`src/rtl/uart_programmer.sv`:
```
// UART loader: 8N1 receiver feeding a header/data session FSM that writes 32-bit words to ROM or RAM.
// Latency: a write strobe follows the 4th byte's stop-bit sample by 2 cycles; done follows the last strobe by 1 cycle.
// Backpressure: none; the serial line cannot be stalled, and the memory must accept a strobe on every word.
module uart_programmer #(
    parameter int CLKS_PER_BIT = 87
) (
    input  logic        clk,
    input  logic        rst,
    input  logic        start_pg,
    input  logic        rx,
    output logic        upg_wen_o,
    output logic [14:0] upg_adr_o,
    output logic [31:0] upg_dat_o,
    output logic        upg_done_o,
    output logic        err_o
);

    localparam logic [15:0] HALF_BIT = 16'(CLKS_PER_BIT / 2 - 1);
    localparam logic [15:0] FULL_BIT = 16'(CLKS_PER_BIT - 1);

    typedef enum logic [1:0] {RX_IDLE, RX_START, RX_DATA, RX_STOP} rx_state_t;
    typedef enum logic [2:0] {IDLE, HDR, DATA, DONE, ERR} ses_state_t;

    rx_state_t  rx_state, rx_state_nxt;
    ses_state_t ses_state, ses_state_nxt;

    logic        rx_meta, rx_sync, rx_prev;
    logic [15:0] bit_tmr;
    logic [2:0]  bit_idx;
    logic [7:0]  rx_byte;
    logic        byte_valid, frame_err;
    logic        tmr_hit;

    logic        target;
    logic [1:0]  byte_cnt;
    logic [13:0] word_cnt;
    logic [13:0] word_idx;
    logic [23:0] word_buf;

    // Start bit is checked at its middle; every later sample is a full bit period apart.
    assign tmr_hit = (rx_state == RX_START) ? (bit_tmr == HALF_BIT) : (bit_tmr == FULL_BIT);

    // Receiver next-state: falling edge starts a frame, a high mid-start-bit is treated as a glitch.
    always_comb begin
        rx_state_nxt = rx_state;
        case (rx_state)
            RX_IDLE:  if (rx_prev && !rx_sync) rx_state_nxt = RX_START;
            RX_START: if (tmr_hit) rx_state_nxt = rx_sync ? RX_IDLE : RX_DATA;
            RX_DATA:  if (tmr_hit && bit_idx == 3'd7) rx_state_nxt = RX_STOP;
            RX_STOP:  if (tmr_hit) rx_state_nxt = RX_IDLE;
            default:  rx_state_nxt = RX_IDLE;
        endcase
    end

    // Receiver datapath: synchronizer, bit timer, LSB-first shift register, byte/framing pulses.
    always_ff @(posedge clk) begin
        if (rst) begin
            rx_meta    <= 1'b1;
            rx_sync    <= 1'b1;
            rx_prev    <= 1'b1;
            rx_state   <= RX_IDLE;
            bit_tmr    <= '0;
            bit_idx    <= '0;
            rx_byte    <= '0;
            byte_valid <= 1'b0;
            frame_err  <= 1'b0;
        end else begin
            rx_meta    <= rx;
            rx_sync    <= rx_meta;
            rx_prev    <= rx_sync;
            rx_state   <= rx_state_nxt;
            byte_valid <= 1'b0;
            frame_err  <= 1'b0;
            bit_tmr    <= (rx_state == RX_IDLE || tmr_hit) ? 16'd0 : bit_tmr + 16'd1;
            if (rx_state == RX_START) bit_idx <= '0;
            if (rx_state == RX_DATA && tmr_hit) begin
                rx_byte <= {rx_sync, rx_byte[7:1]};
                bit_idx <= bit_idx + 3'd1;
            end
            if (rx_state == RX_STOP && tmr_hit) begin
                byte_valid <= rx_sync;
                frame_err  <= ~rx_sync;
            end
        end
    end

    // Session next-state: framing errors win over everything; bytes only matter in HDR/DATA.
    always_comb begin
        ses_state_nxt = ses_state;
        if (frame_err) begin
            ses_state_nxt = ERR;
        end else begin
            case (ses_state)
                IDLE, DONE, ERR: if (start_pg) ses_state_nxt = HDR;
                HDR: begin
                    if (byte_valid) begin
                        if (byte_cnt == 2'd0 && rx_byte[7:1] != 7'd0)
                            ses_state_nxt = ERR;
                        else if (byte_cnt == 2'd2)
                            ses_state_nxt = ({rx_byte[5:0], word_cnt[7:0]} == 14'd0) ? DONE : DATA;
                    end
                end
                DATA:    if (upg_wen_o && word_idx == word_cnt) ses_state_nxt = DONE;
                default: ses_state_nxt = IDLE;
            endcase
        end
    end

    // Session datapath: header capture, word assembly, write strobe and status flags.
    always_ff @(posedge clk) begin
        if (rst) begin
            ses_state  <= IDLE;
            upg_wen_o  <= 1'b0;
            upg_adr_o  <= '0;
            upg_dat_o  <= '0;
            upg_done_o <= 1'b0;
            err_o      <= 1'b0;
            target     <= 1'b0;
            byte_cnt   <= '0;
            word_cnt   <= '0;
            word_idx   <= '0;
            word_buf   <= '0;
        end else begin
            ses_state <= ses_state_nxt;
            upg_wen_o <= 1'b0;
            if (ses_state_nxt == HDR && ses_state != HDR) begin
                upg_done_o <= 1'b0;
                err_o      <= 1'b0;
                byte_cnt   <= '0;
                word_idx   <= '0;
            end
            if (ses_state == HDR && byte_valid) begin
                case (byte_cnt)
                    2'd0:    target <= rx_byte[0];
                    2'd1:    word_cnt[7:0] <= rx_byte;
                    default: word_cnt[13:8] <= rx_byte[5:0];
                endcase
                byte_cnt <= (byte_cnt == 2'd2) ? 2'd0 : byte_cnt + 2'd1;
            end
            if (ses_state == DATA && byte_valid) begin
                case (byte_cnt)
                    2'd0: word_buf[7:0]   <= rx_byte;
                    2'd1: word_buf[15:8]  <= rx_byte;
                    2'd2: word_buf[23:16] <= rx_byte;
                    default: begin
                        upg_dat_o <= {rx_byte, word_buf};
                        upg_adr_o <= {target, word_idx};
                        upg_wen_o <= 1'b1;
                        word_idx  <= word_idx + 14'd1;
                    end
                endcase
                byte_cnt <= byte_cnt + 2'd1;
            end
            if ((ses_state == HDR || ses_state == DATA) && ses_state_nxt == DONE)
                upg_done_o <= 1'b1;
            if ((ses_state == HDR && ses_state_nxt == ERR) || frame_err)
                err_o <= 1'b1;
        end
    end

endmodule

```
`config.mk`:
```
export PLATFORM = sky130hd
export DESIGN_NAME = uart_programmer
export DESIGN_NICKNAME = d
export VERILOG_FILES = /design/src/rtl/uart_programmer.sv
export SDC_FILE = /design/constraint.sdc
export NUM_CORES = 1
export LEC_CHECK = 0
export ABC_CLOCK_PERIOD_IN_PS = 4150
export CAP_MARGIN = 20
export CORE_UTILIZATION = 67
export CTS_CLUSTER_SIZE = 16
export DETAILED_ROUTE_END_ITERATION = 10
export DONT_BUFFER_PORTS = 1
export PLACE_DENSITY = 0.83
export SLEW_MARGIN = 20
export SYNTH_ARGS = -nofsm -noshare
export SYNTH_HDL_FRONTEND = slang
export SYNTH_SLANG_ARGS = --single-unit
```
`constraint.sdc`:
```
create_clock -name clk -period 4.15 [get_ports clk]
set_input_delay 0.83 -clock clk [delete_from_list [all_inputs] [get_ports clk]]
set_output_delay 0.83 -clock clk [all_outputs]
set_load 0.02 [all_outputs]
```
## Yosys cells after proc, flatten, opt, wreduce, memory -nomap -nowiden

Index checks and enable logic that the tools add are counted.
W data, S select, Z words.

| operators by class | value |
|---|---|
| add/sub/neg operators | 4 |
| bitwise logic cells | 5 |
| mux-type cells | 28 |
| equality and inequality tests | 21 |
| reduce and logical (&&, ||, !) cells | 38 |

Operators with widths:

| cell | number |
|---|---|
| $mux W14 | 3 |
| $mux W3 | 8 |
| $mux W2 | 9 |
| $add A16 B1 Y16 const B | 1 |
| $eq A16 B6 Y1 const B | 1 |
| $eq A16 B7 Y1 const B | 1 |
| $add A14 B1 Y14 const B | 1 |
| $eq A14 B14 Y1 | 1 |
| $logic_not A14 Y1 | 1 |
| $reduce_and A2 Y1 | 7 |
| $logic_and A1 B1 Y1 | 11 |
| $eq A3 B2 Y1 const B | 3 |
| $eq A3 B3 Y1 const B | 3 |
| $pmux W3 S3 | 1 |
| $ne A2 B2 Y1 const B | 4 |
| $pmux W2 S4 | 1 |
| $reduce_or A2 Y1 | 4 |
| $reduce_bool A7 Y1 | 1 |
| $eq A2 B2 Y1 const B | 3 |
| $eq A3 B1 Y1 const B | 2 |
| $mux W1 | 6 |
| $reduce_bool A2 Y1 | 3 |
| $reduce_or A3 Y1 | 2 |
| $not A1 Y1 | 5 |
| other kinds (10) | 14 |

| storage, ports and cells | value |
|---|---|
| output and inout bits | 50 |
| logic and storage cells | 119 |
| bits of input ports | 4 |
| register bits | 142 |

## Depth between registers and ports, before layout

| depth | value |
|---|---|
| word-level depth | 12 |
| gate-level depth with buffers | 10 |
| depth with buffers taken out | 8 |

## Worst setup path after synthesis

Ideal clock, no wire load.

| timing | value |
|---|---|
| path kind | reg2reg |
| start point | reg (tool-made name) |
| end point | reg rx_byte[6] |
| cell stages (with the launch flop) | 9 |
| path buffers | 2 |
| setup time | 0.128 ns |
| required time | 4.022 ns |
| arrival | 1.787 ns |
| clock period less this slack | 1.915 ns |
| path slack | 2.235 ns |
| cells stage by stage | dfxtp_1 > nand2b_1 > or4_1 > a21oi_2 > and3b_1 > buf_4 > buf_12 > mux2i_1 > nor2_1 |

RTL lines:

| item | line | source |
|---|---|---|
| to (signal assigned) | 77 | `rx_byte <= {rx_sync, rx_byte[7:1]};` |
| to (decl) | 30 | `logic [7:0] rx_byte;` |

## Worst setup path after layout

| timing | value |
|---|---|
| start point | reg ses_state[0] |
| end point | reg word_idx[2] |

| between the ends | value |
|---|---|
| word-level cells in the longest chain between the ends | 10 |
| elaborated cells on any way between the ends | 20 |
| classes of those cells | eq/ne (6); mux (10); reduce/logical (4) |

RTL lines:

| item | line | source |
|---|---|---|
| from (decl) | 25 | `ses_state_t ses_state, ses_state_nxt;` |
| from (signal assigned) | 124 | `ses_state <= ses_state_nxt;` |
| $mux W3 | 99 | `else if (byte_cnt == 2'd2)` |
| $mux W3 | 97 | `if (byte_cnt == 2'd0 && rx_byte[7:1] != 7'd0)` |
| $mux W3 | 96 | `if (byte_valid) begin` |
| $pmux W3 S3 | 93 | `case (ses_state)` |
| $mux W3 | 90 | `if (frame_err) begin` |
| $eq A3 B1 Y1 | 126 | `if (ses_state_nxt == HDR && ses_state != HDR) begin` |
| $logic_and A1 B1 Y1 | 126 |  |
| $mux W14 | 126 |  |
| $mux W14 | 141 | `case (byte_cnt)` |
| $mux W14 (*) | 140 | `if (ses_state == DATA && byte_valid) begin` |
| to (signal assigned) | 149 | `word_idx <= word_idx + 14'd1;` |
| to (decl) | 37 | `logic [13:0] word_idx;` |

Every way passes the cells marked *; elsewhere a longest branch is shown, timed or not.
A chain may end at the register's enable or synchronous reset.

==> impl_results.md <==
* Outcome: finished, final reports clean
* Num CTS Buffers at 17
* Slew margin rel. at 46.8%
* Maximum VDD drop at 329 uV
* Part of the cycle the worst path needs at 65.1%
* Worst-skew pair later-pin latency at 0.53 ns
* Grt peak-use layer: met2
* Fmax at 370 MHz
* Post-route DRC at 0
* Post-cts sizing count at 0
* M3 GR Usage at 6.71%
* Pwr Total at 2.94 mW
* Worst-Margin Slew at 0.796 ns
* Setup TNS at 0 ns
* Setup WS pre-CTS at 1.52 ns
* CP startpoint kind: flip-flop
* WP data required at 4.52 ns
* Synth cell count leaders: 160 x nand2_1, 142 x dfxtp_1, 93 x a21oi_1
* Post-Place Cells at 780
* Clock transition time at the flip-flop clock pins of the worst setup and hold paths at 0.06 ns
* Layout cells sized above 1 at 6.36%
* Placed wire-length estimate at 7930 um
* Yosys warning total at 0
* Routed Antenna Nets at 0
* Skew final at 0.00823 ns
* Hold Crit Class: in -> reg
* Total track usage at 28.7%
* Met2 Use GR at 48.2%
* Total grt overflow at 0
* Hold Fails Final Rpt at 0
* First-pass iteration count of the detailed router at 5
* Die area at 0.00919 mm2
* CTS Hold Bufs at 0
* CTS tree: done
* Synthesized area per cell at 8.11 um2
* Clk sinks at 142
* ANT cells at 0
* Initial antenna violation count at 0
* Final non-filler cell total at 812
* Count leader, synth: nand2_1
* Max FO, Critical Path at 46
* Final setup fails at 0
* H-tree levels at 4
* Row count at 33
* Maximum root-to-sink buffer count at 2
* #FFs+latches synth at 142
* Io pins at 54
* Synth unique cells at 44
* Synth top area cells: dfxtp_1 48%, nand2_1 10%, a21oi_1 7.9%
* Core footprint at 0.00838 mm2
* Die Width at 95.9 um
* Hold_ws at 0.380 ns
* EDFF count, synth at 0
* Routed WL at 12,800 um
* Leak at 2.12 nW
* Period minus WS final at 2.70 ns
* Port bufs at 0
* Register area share after synthesis at 48.1%
* RSZ-0062 raised after global routing: no
* Global-route wire length before repair at 20,300 um
* Syn Nets at 743
* Area Overhead vs Synth at 9.00%
* Mapped Area at 0.00591 mm2
* Post-route worst setup slack at 1.45 ns
* Cell taking the most area after synthesis: dfxtp_1
* Max Slew Vio Count at 0
* Iter 0 DRT Violations at 306
* Post-synth ARST share at 0%
* Prevailing post-synth register cell: dfxtp_1
* Via Count at 4,984
* Wire length per cell at 15.8 um
* Max Cap Viol at 0
* CTS root buf: clkbuf_8
* Initial Util at 70.5%
* M1 GR Usage at 34.1%
* Die H at 95.9 um
* Setup CP Type: reg -> reg
* Post-synthesis cell count at 728
* Area share of the largest cell type after synthesis at 48.1%
* Crit path DAT at 3.08 ns
* Vias in the first global route at 4,447
* Area after DPL at 0.00584 mm2
* Final non-filler cell area at 0.00644 mm2
* Critical Path Sink Type: flip-flop
* Routability cong. at 0.869
* Final core utilization at 76.8%
* Power Density at 456 mW/mm2
* Largest net degree at the start of global routing at 129
* Vias per cell at 6.14
* Post-CTS Setup Inserts at 0
* NumNets Final at 709
[flip-flops by register name, indices dropped and copies added (netlist names), named ones only]
signal / count
upg_adr_o: 15
byte_cnt: 2
upg_wen_o: 1
word_buf: 24
rx_sync: 1
word_idx: 14
bit_tmr: 16
word_cnt: 14
upg_done_o: 1
upg_dat_o: 32
err_o: 1
bit_idx: 3
target: 1
rx_prev: 1
rx_meta: 1
rx_state: 1
ses_state: 3
frame_err: 1
rx_byte: 8
byte_valid: 1
[cell families (layout without fill, tap and decap cells)]
family	Yosys count	count (layout)	synth area share (%)
compound gates	129	129	12.2
xor+xnor	28	28	4.15
fa+ha+maj	11	11	2.33
buf+inv	64	43	4.68
flops	142	142	48.1
mux	17	17	2.90
simple gates	337	337	25.6
[worst max-delay path, cell delays in order (launching register included)]
cell and delay [ns]:
dfxtp_1 0.40, nor4bb_4 0.63, buf_4 0.33, nand2_2 0.49, o21ai_0 0.48, a311oi_1 0.20
[power breakdown]
part	leakage [nW]	switching, mW	internal (mW)
clock	0.286	0.610	0.928
sequential	1.14	0.00356	1.37
combinational	0.693	0.0191	0.00867
total	2.12	0.632	2.30
[per-layer routing]
| metal | vias up | wire length (um) |
|---|---|---|
| li1 | 2400 | - |
| met1 | 2332 | 5340 |
| met2 | 205 | 6350 |
| met3 | 47 | 722 |
| met4 | 0 | 390 |
| met5 | - | 0 |
[layout make-up]
type,count,area (um2)
timing repair buffer,4,30.0
clock inverter,14,184
tap,105,131
inverter,7,26.3
sequential,142,2840
clock buffer,18,418
fill,586,1940
multi-input combinational,522,2810
[worst paths after layout]
check | to | depth (start not counted) | slack (ns) | startpoint
worst min-delay path | byte_valid | 1 | 0.38 | rst
worst min register to register | rx_sync | 1 | 0.41 | rx_meta
worst max-delay path | word_idx[2] | 5 | 1.45 | ses_state[0]
worst max register to register | word_idx[2] | 5 | 1.45 | ses_state[0]
[cell usage in the layout (no fill, tap or decap), types with 3 or more instances in the layout]
| master | n |
|---|---|
| a211oi_1 | 3 |
| a21oi_1 | 93 |
| a311oi_1 | 8 |
| a31oi_1 | 5 |
| and2_1 | 3 |
| and3_1 | 5 |
| buf_4 | 4 |
| bufinv_16 | 3 |
| clkbuf_16 | 16 |
| clkinv_4 | 3 |
| clkinvlp_4 | 3 |
| dfxtp_1 | 142 |
| ha_1 | 11 |
| inv_1 | 7 |
| mux2i_1 | 16 |
| nand2_1 | 159 |
| nand2b_1 | 7 |
| nand3_1 | 51 |
| nand3b_1 | 4 |
| nand4_1 | 10 |
| nor2_1 | 60 |
| nor2b_1 | 5 |
| nor3_1 | 8 |
| nor4_1 | 6 |
| o211ai_1 | 3 |
| o21ai_0 | 10 |
| or2_2 | 4 |
| or3_1 | 5 |
| xnor2_1 | 18 |
| xor2_1 | 10 |
(Power assumes the default switching activity.)
